==> config.mk <==
export PLATFORM = sky130hd
export DESIGN_NAME = vga_sync_gen
export DESIGN_NICKNAME = d
export VERILOG_FILES = /design/src/rtl/vga_sync_gen.sv
export SDC_FILE = /design/constraint.sdc
export NUM_CORES = 1
export LEC_CHECK = 0
export CAP_MARGIN = 10
export CORE_ASPECT_RATIO = 0.9
export CORE_MARGIN = 3
export CORE_UTILIZATION = 50
export DETAILED_ROUTE_END_ITERATION = 10
export GPL_TIMING_DRIVEN = 0
export PLACE_DENSITY = 0.77
export SYNTH_ARGS = -nofsm -noshare
export SYNTH_HDL_FRONTEND = slang
export SYNTH_SLANG_ARGS = --single-unit
==> constraint.sdc <==
create_clock -name clk -period 4.6 [get_ports clk]
set_input_delay 0.92 -clock clk [delete_from_list [all_inputs] [get_ports clk]]
set_output_delay 0.92 -clock clk [all_outputs]
set_load 0.005 [all_outputs]
==> src/rtl/vga_sync_gen.sv <==
// vga_sync_gen: VGA raster timing generator advancing once per pixel-enable pulse.
// All outputs are registered from the next-state counters so they always match pixel_x/pixel_y.
module vga_sync_gen #(
  parameter int H_ACTIVE = 640,
  parameter int H_FP     = 16,
  parameter int H_SYNC   = 96,
  parameter int H_BP     = 48,
  parameter int V_ACTIVE = 480,
  parameter int V_FP     = 10,
  parameter int V_SYNC   = 2,
  parameter int V_BP     = 33,
  parameter bit H_POL    = 1'b0,
  parameter bit V_POL    = 1'b0,
  parameter int CNT_W    = 10
) (
  input  logic             clk,
  input  logic             rst,
  input  logic             en,
  output logic             hsync,
  output logic             vsync,
  output logic             video_on,
  output logic [CNT_W-1:0] pixel_x,
  output logic [CNT_W-1:0] pixel_y,
  output logic             line_end,
  output logic             frame_start
);
  localparam int H_TOTAL = H_ACTIVE + H_FP + H_SYNC + H_BP;
  localparam int V_TOTAL = V_ACTIVE + V_FP + V_SYNC + V_BP;
  localparam logic [CNT_W-1:0] H_LAST = CNT_W'(H_TOTAL - 1);
  localparam logic [CNT_W-1:0] V_LAST = CNT_W'(V_TOTAL - 1);
  localparam logic [CNT_W-1:0] H_FP0  = CNT_W'(H_ACTIVE);
  localparam logic [CNT_W-1:0] H_SY0  = CNT_W'(H_ACTIVE + H_FP);
  localparam logic [CNT_W-1:0] H_BP0  = CNT_W'(H_ACTIVE + H_FP + H_SYNC);
  localparam logic [CNT_W-1:0] V_FP0  = CNT_W'(V_ACTIVE);
  localparam logic [CNT_W-1:0] V_SY0  = CNT_W'(V_ACTIVE + V_FP);
  localparam logic [CNT_W-1:0] V_BP0  = CNT_W'(V_ACTIVE + V_FP + V_SYNC);

  typedef enum logic [1:0] {ACTIVE, FRONT, SYNC, BACK} phase_t;

  logic [CNT_W-1:0] r_x, r_y, w_x_nxt, w_y_nxt;
  logic             r_hsync, r_vsync, r_video_on, r_line_end, r_frame_start;
  logic             w_h_wrap, w_v_wrap, w_hs_nxt, w_vs_nxt, w_vo_nxt, w_le_nxt, w_fs_nxt;
  phase_t           w_h_ph_nxt, w_v_ph_nxt;

  assign w_h_wrap = r_x == H_LAST;
  assign w_v_wrap = r_y == V_LAST;

  // Reset parks the raster on the last back-porch pixel so the first en lands on (0,0).
  always_ff @(posedge clk or negedge rst) begin
    if (!rst) begin
      r_x           <= H_LAST;
      r_y           <= V_LAST;
      r_hsync       <= ~H_POL;
      r_vsync       <= ~V_POL;
      r_video_on    <= 1'b0;
      r_line_end    <= 1'b0;
      r_frame_start <= 1'b0;
    end else begin
      r_x           <= w_x_nxt;
      r_y           <= w_y_nxt;
      r_hsync       <= w_hs_nxt;
      r_vsync       <= w_vs_nxt;
      r_video_on    <= w_vo_nxt;
      r_line_end    <= w_le_nxt;
      r_frame_start <= w_fs_nxt;
    end
  end

  always_comb begin
    w_x_nxt    = r_x;
    w_y_nxt    = r_y;
    if (en) begin
      w_x_nxt = w_h_wrap ? '0 : r_x + 1'b1;
      if (w_h_wrap) w_y_nxt = w_v_wrap ? '0 : r_y + 1'b1;
    end
    w_h_ph_nxt = (w_x_nxt < H_FP0) ? ACTIVE : (w_x_nxt < H_SY0) ? FRONT :
                 (w_x_nxt < H_BP0) ? SYNC : BACK;
    w_v_ph_nxt = (w_y_nxt < V_FP0) ? ACTIVE : (w_y_nxt < V_SY0) ? FRONT :
                 (w_y_nxt < V_BP0) ? SYNC : BACK;
  end

  always_comb begin
    w_hs_nxt = (w_h_ph_nxt == SYNC) ? H_POL : ~H_POL;
    w_vs_nxt = (w_v_ph_nxt == SYNC) ? V_POL : ~V_POL;
    w_vo_nxt = (w_h_ph_nxt == ACTIVE) && (w_v_ph_nxt == ACTIVE);
    w_le_nxt = en && w_h_wrap;
    w_fs_nxt = en && w_h_wrap && w_v_wrap;
  end

  assign pixel_x     = r_x;
  assign pixel_y     = r_y;
  assign hsync       = r_hsync;
  assign vsync       = r_vsync;
  assign video_on    = r_video_on;
  assign line_end    = r_line_end;
  assign frame_start = r_frame_start;
endmodule
# Word-level counts from Yosys, hierarchy flattened
# Cells that the tools add are included.
# classes
n_reduce_logical	5
muxes	13
order_cmp	6
eq_ne	4
add_sub_neg	2
# op_table
operator	count
two-way mux 10 bit	5
less-than comparator 10 bit, second input constant	3
less-than comparator 10 x 9 -> 1 bit, second input constant	3
adder 10 x 1 -> 10 bit, second input constant	2
equality test 10 bit, second input constant	2
two-way mux 2 bit	4
equality test 2 bit, second input constant	2
logical NOT 2 bit	2
two-way mux 1 bit	4
logical AND 1 bit	3
# totals
output_inout_bits	25
inputBits	3
ff_bits	25

# Depth between registers and ports, before layout
# Gate-level depths: netlist (run 1).
# depth
ltp_word	10
ltp_mapped	10
ltp_nobuf	7

# Worst setup path before layout (run 1)
# Ideal clock, no wire load.
# synth_timing
path_type	input port to flip-flop
startpoint	input port en
endpoint	register r_hsync, in the netlist hsync
path_stages	9
arrival_ns	2.403
slack_ns	2.103
path_cell_list	buf_6 > nand3_4 > or3_1 > buf_6 > clkinv_4 > buf_12 > a21oi_2 > mux2i_1 > or4b_1
# synth_via
elab_chain_len	7
elab_cells_between_ends	9
classes_between	order compare (3); eq/ne (1); mux (5)
# synth_lines
item	line_no	rtl
start, declared	18	input logic en,
two-way mux 10 bit *	72	if (en) begin
net w_x_nxt[5]	40	logic [CNT_W-1:0] r_x, r_y, w_x_nxt, w_y_nxt;
less-than comparator 10 bit	77	(w_x_nxt < H_BP0) ? SYNC : BACK;
two-way mux 1 bit	77	
two-way mux 2 bit	76	w_h_ph_nxt = (w_x_nxt < H_FP0) ? ACTIVE : (w_x_nxt < H_SY0) ? FRONT :
two-way mux 2 bit *	76	
equality test 2 bit *	83	w_hs_nxt = (w_h_ph_nxt == SYNC) ? H_POL : ~H_POL;
two-way mux 1 bit *	83	
net w_hs_nxt	42	logic w_h_wrap, w_v_wrap, w_hs_nxt, w_vs_nxt, w_vo_nxt, w_le_nxt, w_fs_nxt;
end signal, assigned	53	r_hsync <= ~H_POL;
end signal, assigned	61	r_hsync <= w_hs_nxt;
end, declared	41	logic r_hsync, r_vsync, r_video_on, r_line_end, r_frame_start;
# The timed path passes the listed nets; every way through them passes the cells marked *.

# Worst setup path after layout (run 1)
# layout_timing
startpoint	register r_x[3], in the netlist pixel_x[3]
endpoint	output port pixel_x[3]
# layout_lines
item	line_no	rtl
start, declared	40	
start signal, assigned	59	r_x <= w_x_nxt;
end, declared	22	output logic [CNT_W-1:0] pixel_x,
# No word-level cell between the ends.

==> qor.yml, run 1 <==
outcome: "finished clean"
clock-root-buffer: "clkbuf_4"
timing.final.hold_violations: 0
fmaxAchievable_mhz: 417
nNetsFinal: 179
antenna_cells: 0
place_inst: 206
leakagePower_nw: 0.667
seq_area_frac_synth_pct: 44.4
grt_max_degree: 26
p_int_mw: 0.396
post_route_total_power_mw: 0.576
r2r_setup_slack_ns: 2.22
number_of_instances_resized_during_post_cts_repair: 0
crit_buf_inv: 1
synth_enable_flop_cells: 0
clock-skew-final_ns: 0.00485
antenna_violations_before_repair: 0
die_y_um: 57.0
place.gp.congestion: 0.799
synth.cell_area_um2: 1440
endpoint_kind: "primary output"
dr_wl_met2_mm: 1.48
hold_slack_ns: 0.547
worst-endpoint-arrival_ns: 1.48
dr_drc_count: 0
core.rowCount: 17
detailedRoute.firstPassIterationCount: 4
ctsHoldBuffers: 0
post_dp_hpwl_mm: 2.12
timing_worst_slew_pin_value_ns: 1.10
postSynthAreaPerCell_um2: 10.2
syn-num-nets: 148
floorplan.die.width_um: 62.6
floorplan.initialDensity_pct: 55.6
worst_r2r_path_depth: 9
area.growth.synth_to_final_pct: 23.2
htree_levels: 1
drt-vias-per-instance: 5.65
power.sequential.fraction_pct: 54.6
worst_hold_path_type: "reg -> reg"
worstSetupEndpoint: "pixel_x[3]"
worstSkewPairLatency_ns: 0.33
topRoutingLayerUsed: "met4"
fp.coreArea_um2: 2590
share_comb_of_total_power_pct: 27.8
number_of_buffers_added_on_ports: 26
critPathMaxStageDelay_ns: 0.63
postCtsSetupRepairBufs: 0
boundaryPins: 28
worst_slew_margin_rel_pct: 26.3
cts_inserted_buffers: 3
drt-total-wl_mm: 3.00
fp.dieArea_um2: 3570
yosys.cell_types.count: 49
origin_of_the_critical_flop_to_flop_path: "pixel_x[0]$_DFFE_PN1P_"
final-max-slew-violation-count: 0
max-clock-path-buffers: 2
totalNegativeSetupSlack_ns: 0
ant_nets: 0
yosys_most_used_dff: "dfrtp_1"
rsz_0062_raised_after_global_routing: "no"
post_route_cells_drive_above_1_share_pct: 17.4
overall_via_count_from_detail_route: 1187
setup_viol: 0
drtIter0Drc: 49
final-instance-count-excl-fill: 210
mostFrequentLayoutCells: "26 x clkdlybuf4s50_1, 13 x dfrtp_1, 12 x dfstp_2, 10 x nand2_1, 9 x nand3_1"
cp_cell_sequence: "clkdlybuf4s50_1"
detailed_routed_wire_length_on_met3_um: 113
routed_wire_length_per_instance_um: 14.3
worst-path-stages: 1
vias_in_the_first_global_route: 1205
critPathLaunchType: "register"
finalCritPeriodShare_pct: 52.2
syn-instance-count: 142
switching_share_pct: 31.3
overflow: 0
clkTransAtPathRegs_ns: 0.14
clock_power_share_pct: 17.6
r2r-end: "hsync$_DFF_PN1_"
clock-sinks: 25
required_ns: 3.68
cts_tree: "built"
grt_first_pass_wirelength_mm: 5.42
grtUsageTotal_pct: 18.9
met1_length_mm: 1.38
yosys_warnings: 0
crit_path_max_fanout: 5
setup.worst_path.start: "pixel_x[3]$_DFFE_PN1P_"
layout.cells.most_common: "clkdlybuf4s50_1"
cp_top_family: "flip-flops"
crit_path_top_delay_cell: "dfstp_2"
synth_async_sr_flop_share_pct: 100
total_switching_power_mw: 0.180
criticalPathCategory: "reg -> out"
hold_depth: 1
worst_ir_drop_vdd_mv: 0.314
max_cap_violations: 0
yosys_register_bits: 25
power.density_nw_per_um2: 324
post-route-min-period_ns: 2.40
cells by family (layout without fill, tap and decap cells):
kind of cell               Yosys count  in the layout  synth area share, %
and+or+nand+nor                     59             59                 24.9
AOI/OAI and AO/OA                   26             26                 12.9
DFF                                 25             25                 44.4
buffers and inverters               17             47                 7.55
xor gates and xnor gates             9              9                 5.46
adders and majority gates            3              3                 2.60
muxes                                3              3                 2.17
state kept, by name, indices dropped and copies added, names as in the netlist:
register / flops
frame_start: 1
hsync: 1
pixel_x: 10
pixel_y: 10
video_on: 1
vsync: 1
line_end: 1
worst min-delay path by stage:
stage                      startpoint                     end  slack [ns]
2_1_floorplan    pixel_x[8]$_DFF_PN1_    pixel_x[8]$_DFF_PN1_        0.50
3_3_place_gp     pixel_x[8]$_DFF_PN1_    pixel_x[8]$_DFF_PN1_        0.52
3_5_place_dp     pixel_x[8]$_DFF_PN1_    pixel_x[8]$_DFF_PN1_        0.53
4_1_cts          pixel_x[8]$_DFF_PN1_    pixel_x[8]$_DFF_PN1_        0.55
5_1_grt          pixel_x[8]$_DFF_PN1_    pixel_x[8]$_DFF_PN1_        0.57
6_report       pixel_x[2]$_DFFE_PN1P_  pixel_x[2]$_DFFE_PN1P_        0.55
cell usage after synthesis, types with 2 or more instances:
cell type | instances | area [um^2]
nand4_1 | 5 | 31.3
nor4b_1 | 2 | 17.5
a21oi_2 | 2 | 17.5
nand3_1 | 9 | 45.0
and2_1 | 2 | 12.5
nor2_1 | 6 | 22.5
o2111ai_1 | 2 | 17.5
buf_6 | 3 | 33.8
dfrtp_1 | 13 | 325
or3_1 | 3 | 18.8
nor3_1 | 5 | 25.0
inv_1 | 8 | 30.0
o31ai_1 | 2 | 15.0
nor4_1 | 3 | 18.8
clkbuf_1 | 3 | 11.3
nand2_1 | 10 | 37.5
dfstp_2 | 12 | 315
nand4bb_1 | 2 | 22.5
o21ai_0 | 8 | 40.0
mux2i_1 | 2 | 20.0
or2_2 | 2 | 12.5
ha_1 | 3 | 37.5
xnor2_1 | 8 | 70.1
o211ai_1 | 2 | 15.0
metal layers:
layer,vias up,track usage (%)
met5,-,0
met4,0,7.23
met3,6,4.13
met2,31,33.1
met1,569,23.0
li1,581,-
power by group through the flow:
| stage | combinational [mW] | sequential (mW) | clock [mW] |
|---|---|---|---|
| after floorplan | 0.0823 | 0.313 | 0 |
| after detailed placement | 0.163 | 0.317 | 0 |
| after global routing | 0.178 | 0.323 | 0.119 |
| after global placement | 0.160 | 0.315 | 0 |
| final | 0.160 | 0.315 | 0.102 |
| after CTS | 0.163 | 0.314 | 0.107 |
through the flow:
step | cell area, um^2 | worst slack [ns] | utilization, %
floorplan | 1440 | 2.10 | -
global placement | 1750 | 2.02 | 67.5
detailed placement | 1750 | 2.00 | 67.5
CTS | 1780 | 2.19 | 68.5
global route | 1780 | 2.13 | 68.5
finish | 1780 | 2.20 | 68.5
area by class of cell:
| type | instances | area (um^2) |
|---|---|---|
| fillers | 232 | 817 |
| multi-input cells | 100 | 693 |
| flip-flops and latches | 25 | 641 |
| repair buffers | 26 | 260 |
| plain buffers | 8 | 70.1 |
| well taps | 38 | 47.5 |
| inverters | 9 | 38.8 |
| clock buffers | 3 | 22.5 |
| clock inverters | 1 | 5.00 |
(Power assumes the default switching activity.)
==> run 2: changes to the inputs <==
--- a/config.mk
+++ b/config.mk
@@ -8,10 +8,10 @@
 export CAP_MARGIN = 10
 export CORE_ASPECT_RATIO = 0.9
 export CORE_MARGIN = 3
-export CORE_UTILIZATION = 50
+export CORE_UTILIZATION = 46
 export DETAILED_ROUTE_END_ITERATION = 10
 export GPL_TIMING_DRIVEN = 0
-export PLACE_DENSITY = 0.77
+export PLACE_DENSITY = 0.75
 export SYNTH_ARGS = -nofsm -noshare
 export SYNTH_HDL_FRONTEND = slang
 export SYNTH_SLANG_ARGS = --single-unit
==> constraint.sdc (replaced) <==
create_clock -name clk -period 2.1 [get_ports clk]
set_input_delay 0.42 -clock clk [delete_from_list [all_inputs] [get_ports clk]]
set_output_delay 0.42 -clock clk [all_outputs]
set_load 0.005 [all_outputs]
==> run 2 against run 1 <==
Compared with the run above: the run now ends with setup timing left; global-route usage down 1.3 points; register-to-register slack worse by 2.4 ns; clock power is 110% higher; clock-buffer cell count unchanged; final cell count up 3.3%; total power is 130% higher; sequential share of layout area decreased by 2.5 points; die area is 7.8% higher; design area is 7.4% higher; largest cell class unchanged; largest power group unchanged.
==> qor.yml, run 2 (synthesis results as in run 1) <==
overflow: 0  # unchanged
overall_via_count_from_detail_route: 1214  # +2.3%
worst_ir_drop_vdd_mv: 0.614  # +95%
critPathLaunchType: "register"
cts_inserted_buffers: 3  # unchanged
fp.dieArea_um2: 3840  # +7.8%
floorplan.initialDensity_pct: 50.4  # -5.2 points
timing.final.hold_violations: 0  # unchanged
layout.cells.most_common: "clkdlybuf4s50_1"
timing_worst_slew_pin_value_ns: 0.558  # -0.544 ns
boundaryPins: 28  # unchanged
final-instance-count-excl-fill: 217  # +3.3%
post_dp_hpwl_mm: 2.32  # +9.5%
post-route-min-period_ns: 2.24
outcome: "finished with violations"
detailedRoute.firstPassIterationCount: 4  # unchanged
antenna_violations_before_repair: 0  # unchanged
crit_path_max_fanout: 5  # unchanged
grtUsageTotal_pct: 17.7  # -1.3 points
worst-endpoint-arrival_ns: 2.49  # +1.01 ns
finalCritPeriodShare_pct: 107
power.density_nw_per_um2: 699  # +120%
worst_hold_path_type: "in -> reg"
final-max-slew-violation-count: 0  # unchanged
fp.coreArea_um2: 2860  # +10%
max-clock-path-buffers: 2  # unchanged
ctsHoldBuffers: 0  # unchanged
criticalPathCategory: "reg -> reg"
critPathMaxStageDelay_ns: 0.61  # -0.02 ns
clock-sinks: 25  # unchanged
crit_path_top_delay_cell: "dfstp_2"
violations: "setup timing"
floorplan.die.width_um: 65.0  # +3.8%
drt-total-wl_mm: 3.27  # +8.7%
cp_cell_sequence: "ha_4 > nand4bb_1 > or3_1 > buf_6 > clkinv_4 > buf_12 > a21oi_2 > mux2i_1 > or4b_1"
grt_first_pass_wirelength_mm: 5.34  # -1.4%
antenna_cells: 0  # unchanged
clock-skew-final_ns: 0.00459  # -0.000264 ns
mostFrequentLayoutCells: "26 x clkdlybuf4s50_1, 13 x dfrtp_1, 12 x dfstp_2, 10 x nand2_1, 9 x nand3_1"
drt-vias-per-instance: 5.59  # -1.0%
dpl_worst_slack_ns: -0.190  # -2.19 ns
ant_nets: 0  # unchanged
setup_viol: 3  # +3
fmaxAchievable_mhz: 447
hold_slack_ns: 0.341  # -0.206 ns
core.rowCount: 18  # +1
worstSkewPairLatency_ns: 0.32  # about the same
cts_tree: "built"
dr_drc_count: 0  # unchanged
die_y_um: 59.1  # +3.8%
nNetsFinal: 184  # +2.8%
rsz_0062_raised_after_global_routing: "yes"
place.gp.congestion: 0.795  # -0.49%
place_inst: 208  # +0.97%
endpoint_kind: "register"
post_route_cells_drive_above_1_share_pct: 24.9  # +7.4 points
grt_max_degree: 26  # unchanged
htree_levels: 1  # unchanged
clock-root-buffer: "clkbuf_4"
max_cap_violations: 0  # unchanged
clkTransAtPathRegs_ns: 0.13  # about the same
vias_in_the_first_global_route: 1157  # -4.0%
worst_slew_margin_rel_pct: 62.7  # +36 points
area.growth.synth_to_final_pct: 32.4
drtIter0Drc: 78  # +59%
number_of_buffers_added_on_ports: 26  # unchanged
routed_wire_length_per_instance_um: 15.0  # +5.2%
finalWorstSetupSlack_ns: -0.139  # -2.34 ns
leakagePower_nw: 0.718  # +7.7%
required_ns: 2.35  # -1.33 ns
-- run 2: cell count changes in the layout (fill, tap and decap cells not counted), sizes merged --
cell    previous run  this run
clkbuf             6         4
buf                5        12
-- run 2: power by group --
part	switching (mW)	internal [mW]
logic	0.173	0.254
clock network	0.147	0.0715
registers	0.104	0.587
total	0.423	0.912
-- run 2: cell type report --
cell class	count	area [um^2]
Buffer	6	72.6
Clock buffer	3	22.5
Clock inverter	1	5.00
Fill cell	232	951
Inverter	9	38.8
Multi-Input combinational cell	100	759
Sequential cell	25	641
Tap cell	40	50.0
Timing Repair Buffer	33	320
-- run 2: path summary, 6_finish.rpt --
path	from	to	slack [ns]	cells after the start
worst max-delay path	pixel_x[1]$_DFFE_PN1P_	hsync$_DFF_PN1_	-0.14	9
worst min-delay path	en	pixel_x[2]$_DFFE_PN1P_	0.34	3
worst max register to register	pixel_x[1]$_DFFE_PN1P_	hsync$_DFF_PN1_	-0.14	9
worst min register to register	pixel_x[8]$_DFF_PN1_	pixel_x[8]$_DFF_PN1_	0.54	2
max in group asynchronous	rst	hsync$_DFF_PN1_	1.09	2
min in group asynchronous	rst	pixel_y[1]$_DFF_PN0_	0.44	1
-- run 2: worst max-delay path, delay by kind of cell (launching register included) --
kind	cells	cell delay, ns
AND/OR/NAND/NOR	3	0.95
flip-flops	1	0.61
buffers and inverters	3	0.28
adder cells (fa/ha/maj)	1	0.16
multiplexers	1	0.13
AO/OA/AOI/OAI	1	0.04
-- run 2: metrics by stage --
stage               cell area [um^2]  TNS (ns)  utilization [%]  power [mW]
floorplan                       1460   -0.0649                -       0.886
global route                    1910    -0.980             66.8        1.42
finish                          1910    -0.283             66.8        1.34
detailed placement              1770    -0.252             61.7        1.09
global placement                1770    -0.251             61.7        1.07
CTS                             1790    -0.265             62.7        1.33
-- run 2: layer usage --
metal	wire, um	global-route usage, %	up-vias
met5	0	0	-
met4	36	4.44	0
met3	179	4.55	4
met2	1610	30.5	42
met1	1440	22.3	577
li1	-	-	591
-- run 2: repair_timing --
| item | 4_1_cts | 5_1_grt |
|---|---|---|
| pin swaps | 1 | 3 |
| setup buffers | 1 | 5 |
| resized for setup | 0 | 13 |
| endpoints found under the setup margin | 3 | 7 |
==> run 3: changes to the inputs <==
--- a/config.mk
+++ b/config.mk
@@ -11,7 +11,8 @@
 export CORE_UTILIZATION = 46
 export DETAILED_ROUTE_END_ITERATION = 10
 export GPL_TIMING_DRIVEN = 0
-export PLACE_DENSITY = 0.75
+export PLACE_DENSITY_LB_ADDON = 0.15
+export SKIP_CTS_REPAIR_TIMING = 1
 export SYNTH_ARGS = -nofsm -noshare
 export SYNTH_HDL_FRONTEND = slang
 export SYNTH_SLANG_ARGS = --single-unit
==> run 3 against run 2 <==
Compared with the run above: the run still ends with setup timing left; largest cell class unchanged; non-clock buffer count up 7; clock skew up 0.0026 ns; flip-flop and latch count unchanged; sequential power about the same; clock power about the same; worst setup slack worse by 0.041 ns; utilization up 1.3 points; global-route usage down 0.40 points; critical path depth unchanged; sequential share of layout area down 0.65 points; fmax down 1.8%.
==> qor.yml, run 3 (synthesis results as in run 1) <==
outcome: "finished with violations"
violations: "setup timing"
antenna_violations_before_repair: 0  # unchanged
origin_of_the_critical_flop_to_flop_path: "pixel_x[0]$_DFFE_PN1P_"
post_route_cells_drive_above_1_share_pct: 26.1  # +1.2 points
clock-root-buffer: "clkbuf_4"
totalNegativeSetupSlack_ns: -0.348  # -0.0650 ns
crit_path_max_fanout: 6  # +1
fillerInstances: 233  # +0.43%
worst_hold_path_type: "in -> reg"
clkTransAtPathRegs_ns: 0.14  # about the same
place.gp.congestion: 0.861  # +8.3%
rsz_0062_raised_after_global_routing: "yes"
antenna_cells: 0  # unchanged
fmaxAchievable_mhz: 438  # -1.8%
htree_levels: 1  # unchanged
clock-skew-final_ns: 0.00722  # +0.00263 ns
post_route_total_power_mw: 1.39  # +4.0%
overflow: 0  # unchanged
finalCritPeriodShare_pct: 109  # +2.0 points
hold_path_startpoint: "en"
critPathLaunchType: "register"
routed_wire_length_per_instance_um: 14.7  # -2.5%
timing.final.hold_violations: 0  # unchanged
criticalPathCategory: "reg -> reg"
overall_via_count_from_detail_route: 1254  # +3.3%
cts_inserted_buffers: 3  # unchanged
setup_viol: 3  # unchanged
max_cap_violations: 0  # unchanged
dpl_worst_slack_ns: -0.227  # -0.0371 ns
required_ns: 2.35  # about the same
cts_tree: "built"
floorplan.die.width_um: 65.0  # unchanged
ant_nets: 0  # unchanged
worst-endpoint-arrival_ns: 2.53  # +0.04 ns
layout.cells.most_common: "clkdlybuf4s50_1"
area.growth.synth_to_final_pct: 35.0
worstSkewPairLatency_ns: 0.32  # about the same
leakagePower_nw: 0.742  # +3.3%
nNetsFinal: 191  # +3.8%
boundaryPins: 28  # unchanged
post_dp_cell_area_um2: 1770  # unchanged
post-route-min-period_ns: 2.28  # +0.0414 ns
hold_depth: 3  # unchanged
max-clock-path-buffers: 2  # unchanged
worst_slew_margin_rel_pct: 67.0  # +4.3 points
grtUsageTotal_pct: 17.3  # -0.40 points
holdPathEnd: "pixel_x[2]$_DFFE_PN1P_"
worst_ir_drop_vdd_mv: 0.657  # +6.9%
worst_r2r_path_depth: 9  # unchanged
grt_max_degree: 26  # unchanged
finalInstanceArea_um2: 1950  # +2.0%
final-max-slew-violation-count: 0  # unchanged
place_inst: 208  # unchanged
finalWorstSetupSlack_ns: -0.181  # -0.0414 ns
mostFrequentLayoutCells: "26 x clkdlybuf4s50_1, 13 x dfrtp_1, 12 x dfstp_2, 11 x buf_4, 10 x nand2_1"
clock-sinks: 25  # unchanged
die_y_um: 59.1  # unchanged
r2r-end: "hsync$_DFF_PN1_"
floorplan.initialDensity_pct: 50.4  # unchanged
drtIter0Drc: 67  # -14%
fp.dieArea_um2: 3840  # unchanged
final-instance-count-excl-fill: 224  # +3.2%
timing_worst_slew_pin_value_ns: 0.494  # -0.0643 ns
drt-total-wl_mm: 3.29  # +0.64%
post_dp_hpwl_mm: 2.19  # -5.4%
fp.coreArea_um2: 2860  # unchanged
core.rowCount: 18  # unchanged
r2r_setup_slack_ns: -0.18  # -0.04 ns
power.density_nw_per_um2: 713  # +2.0%
dr_drc_count: 0  # unchanged
number_of_buffers_added_on_ports: 26  # unchanged
vias_in_the_first_global_route: 1215  # +5.0%
detailedRoute.firstPassIterationCount: 6  # +2
drt-vias-per-instance: 5.60  # about the same
endpoint_kind: "register"
grt_first_pass_wirelength_mm: 5.26  # -1.4%
run 3: worst max path at each step:
stage                                 startpoint               to  slack [ns]  depth (start not counted)
after floorplan           pixel_x[0]$_DFFE_PN1P_  hsync$_DFF_PN1_       -0.06                          9
after global placement    pixel_x[0]$_DFFE_PN1P_  hsync$_DFF_PN1_       -0.19                          9
after detailed placement  pixel_x[0]$_DFFE_PN1P_  hsync$_DFF_PN1_       -0.23                          9
after CTS                 pixel_x[0]$_DFFE_PN1P_  hsync$_DFF_PN1_       -0.25                          9
after global routing      pixel_x[0]$_DFFE_PN1P_  hsync$_DFF_PN1_       -0.27                          9
final                     pixel_x[0]$_DFFE_PN1P_  hsync$_DFF_PN1_       -0.18                          9
run 3: stage by stage:
step                      hold WS, ns  util, %
after detailed placement        0.527     61.7
after global routing            0.336     68.1
after floorplan                 0.124        -
final                           0.345     68.1
after CTS                       0.329     62.6
after global placement          0.516     61.7
run 3: where the power goes:
part	switching, mW	total (mW)	internal, mW	leakage [nW]
logic	0.179	0.478	0.299	0.431
registers	0.105	0.692	0.587	0.296
clock network	0.144	0.219	0.0744	0.0150
total	0.428	1.39	0.960	0.742
run 3: final cells by class:
cell class	instances	area [um^2]	area share, %
clock buffers	4	26.3	1.35
inverters	9	38.8	1.99
flip-flops and latches	25	641	32.9
multi-input cells	100	738	37.9
well taps	40	50.0	2.57
repair buffers	40	380	19.5
plain buffers	6	72.6	3.73
run 3: metal layers:
metal | vias to the layer above | global-route usage [%] | routed length (um)
met5 | - | 0 | 0
met4 | 0 | 4.44 | 49
met3 | 6 | 5.50 | 204
met2 | 40 | 29.3 | 1560
met1 | 605 | 21.5 | 1470
li1 | 603 | - | -
run 3: critical path, cell delays in order (launching register included):
cell and delay, ns:
dfstp_2 0.60, ha_4 0.16, nand4bb_1 0.13, or3_1 0.34, buf_6 0.14, clkinv_4 0.05, buf_12 0.11, a21oi_2 0.04
mux2i_1 0.13, or4b_1 0.51
==> patch: new RTL, config.mk and constraints of run 2 <==
Set the parameter `CNT_W` to 5 (it was 10).
--- a/src/rtl/vga_sync_gen.sv
+++ b/src/rtl/vga_sync_gen.sv
@@ -11,7 +11,7 @@
   parameter int V_BP     = 33,
   parameter bit H_POL    = 1'b0,
   parameter bit V_POL    = 1'b0,
-  parameter int CNT_W    = 10
+  parameter int CNT_W    = 5
 ) (
   input  logic             clk,
   input  logic             rst,
Ports: changed (resized pixel_x and pixel_y); port bits go from 28 to 18. No check against the original RTL was run, so the function may have changed too.
==> patch against run 2 <==
- synthesized area fell by 50%
- critical path type unchanged
- power fell by 8.6%
- sequential share of layout area rose by 0.76 points
- sequential power fell by 31%
- sequential cell count fell by 12
- wire length fell by 57%
- critical endpoint is now vsync
- combinational power rose by 40%
- clock skew fell by 0.0018 ns
- worst setup slack improved by 0.20 ns
- final area fell by 49%
==> patch: results (changes against run 2) <==
stage	metric	value	unit	change
status	status	completed		
place	Setup WS pre-CTS	-0.03137	ns	+0.1583 ns
route	WL met3	69	microns	-61%
synth	ys async rst share	100.0	%	unchanged
synth	xor-xnor portion of the synthesized cell area	3.633	%	-1.8 points
sta	Slew @ Worst Pin	0.5761	ns	+0.01821 ns
synth	Yosys warnings	0		unchanged
route	M1 WL	723	microns	-50%
global_route	vias in the first global route	471		-59%
global_route	GR Util met2	19.00	%	-11 points
critical_path	CP Max Fanout	8		+3
power_and_ir_drop	IR Drop Worst-Case VDD	0.7170	mV	+17%
global_route	Tot GR Track Use	14.72	%	-3.0 points
critical_path	Crit Reg-Reg Endpoint	vsync		
route	Avg WL per Cell	13.15	microns	-13%
clock_tree	CTS Buffer Depth	2		unchanged
critical_path	WP data arrival	2.23	ns	-0.26 ns
synth	synth cell count leaders	dfstp_2 (8), inv_1 (7), dfrtp_1 (5)		
global_route	largest net degree at the start of global routing	14		-46%
power_and_ir_drop	Comb power frac	48.8	%	+17 points
synth	synth top area cells	dfstp_2 (29%), dfrtp_1 (17%), ha_1 (6.9%)		
power_and_ir_drop	switch share	34.18	%	+2.5 points
finish	share of layout cells above drive strength 1	30.85	%	+6.0 points
place	port bufs	15		-42%
power_and_ir_drop	P_leak	0.4265	nW	-41%
synth	syn avg cell area	10.19	sq um	+0.26%
finish	nets@finish	102		-45%
critical_path	Critical Path Source	pixel_x[0]		
sta	WHS	0.5099	ns	+0.1688 ns
clock_tree	Worst-Skew Late Latency	0.27	ns	-0.05 ns
route	1st-pass router iterations	2		-2
global_route	M3 GR Usage	6.224	%	+1.7 points
route	Via Count	565		-53%
critical_path	CP max stage delay	0.57	ns	-0.04 ns
route	Routed met2 length	618	microns	-62%
global_route	GR Util met1	23.39	%	+1.1 points
critical_path	Reg2Reg Depth	7		-2
power_and_ir_drop	Pint	0.8035	mW	-12%
global_route	global-route wire length before repair	2201	microns	-59%
place	Routability Congestion	0.7566		-4.8%
power_and_ir_drop	sequential share of power	38.7	%	-13 points
synth	post-synthesis adder-cell area fraction	6.920	%	+4.3 points
clock_tree	clock slew at reported path FFs	0.08	ns	-0.05 ns
synth	post-synthesis mux area share	7.612	%	+5.4 points
synth	sequential fraction of the synthesis area	46.37	%	+2.0 points
synth	syn nets	78		-47%
route	number of DRC markers in iteration 0	12		-85%
critical_path	r2r setup slk	0.06	ns	+0.20 ns
place	DP Area	890.9	sq um	-50%
worst_hold_path	hold crit path type	in2async		
synth	Compound-Gate Fraction of Synth Area	10.21	%	-2.7 points
sta	clk_skew	0.002813	ns	-0.001776 ns
clock_tree	Root Buffer	clkbuf_4		
synth	distinct cell type count after synthesis	31		-37%
finish	fin cells	108		-50%
place	DP HPWL	981.2	microns	-58%
patch: cell count changes in the layout (fill, tap and decap cells not counted), sizes merged, moves of 5 or more:
cell | before | now
clkdlybuf4s50 | 26 | 15
dfrtp | 13 | 5
xnor2 | 8 | 1
nand3 | 10 | 4
o21ai | 8 | 2
nand2 | 10 | 5
nand4 | 5 | 0
patch: worst max-delay path by stage:
| stage | end | slack [ns] | cells past startpoint |
|---|---|---|---|
| floorplan | vsync | 0.10 | 8 |
| global placement | vsync | 0.002 | 8 |
| detailed placement | vsync | -0.03 | 8 |
| CTS | vsync | 0.004 | 8 |
| global route | vsync | 0.003 | 7 |
| finish | vsync | 0.06 | 7 |
patch: repair_timing:
action,CTS,global route
resized for setup,1,5
endpoints found under the setup margin,1,1
setup buffers,2,2
pin swaps,0,2
patch: final cells by class:
type                       instances  area [sq um]
fill                             102         374.1
multi-input combinational         45         350.3
sequential                        13         335.3
timing repair buffer              19         180.2
buffer                             5         35.03
inverter                           8         32.53
clock buffer                       4         26.28
tap                               14         17.52
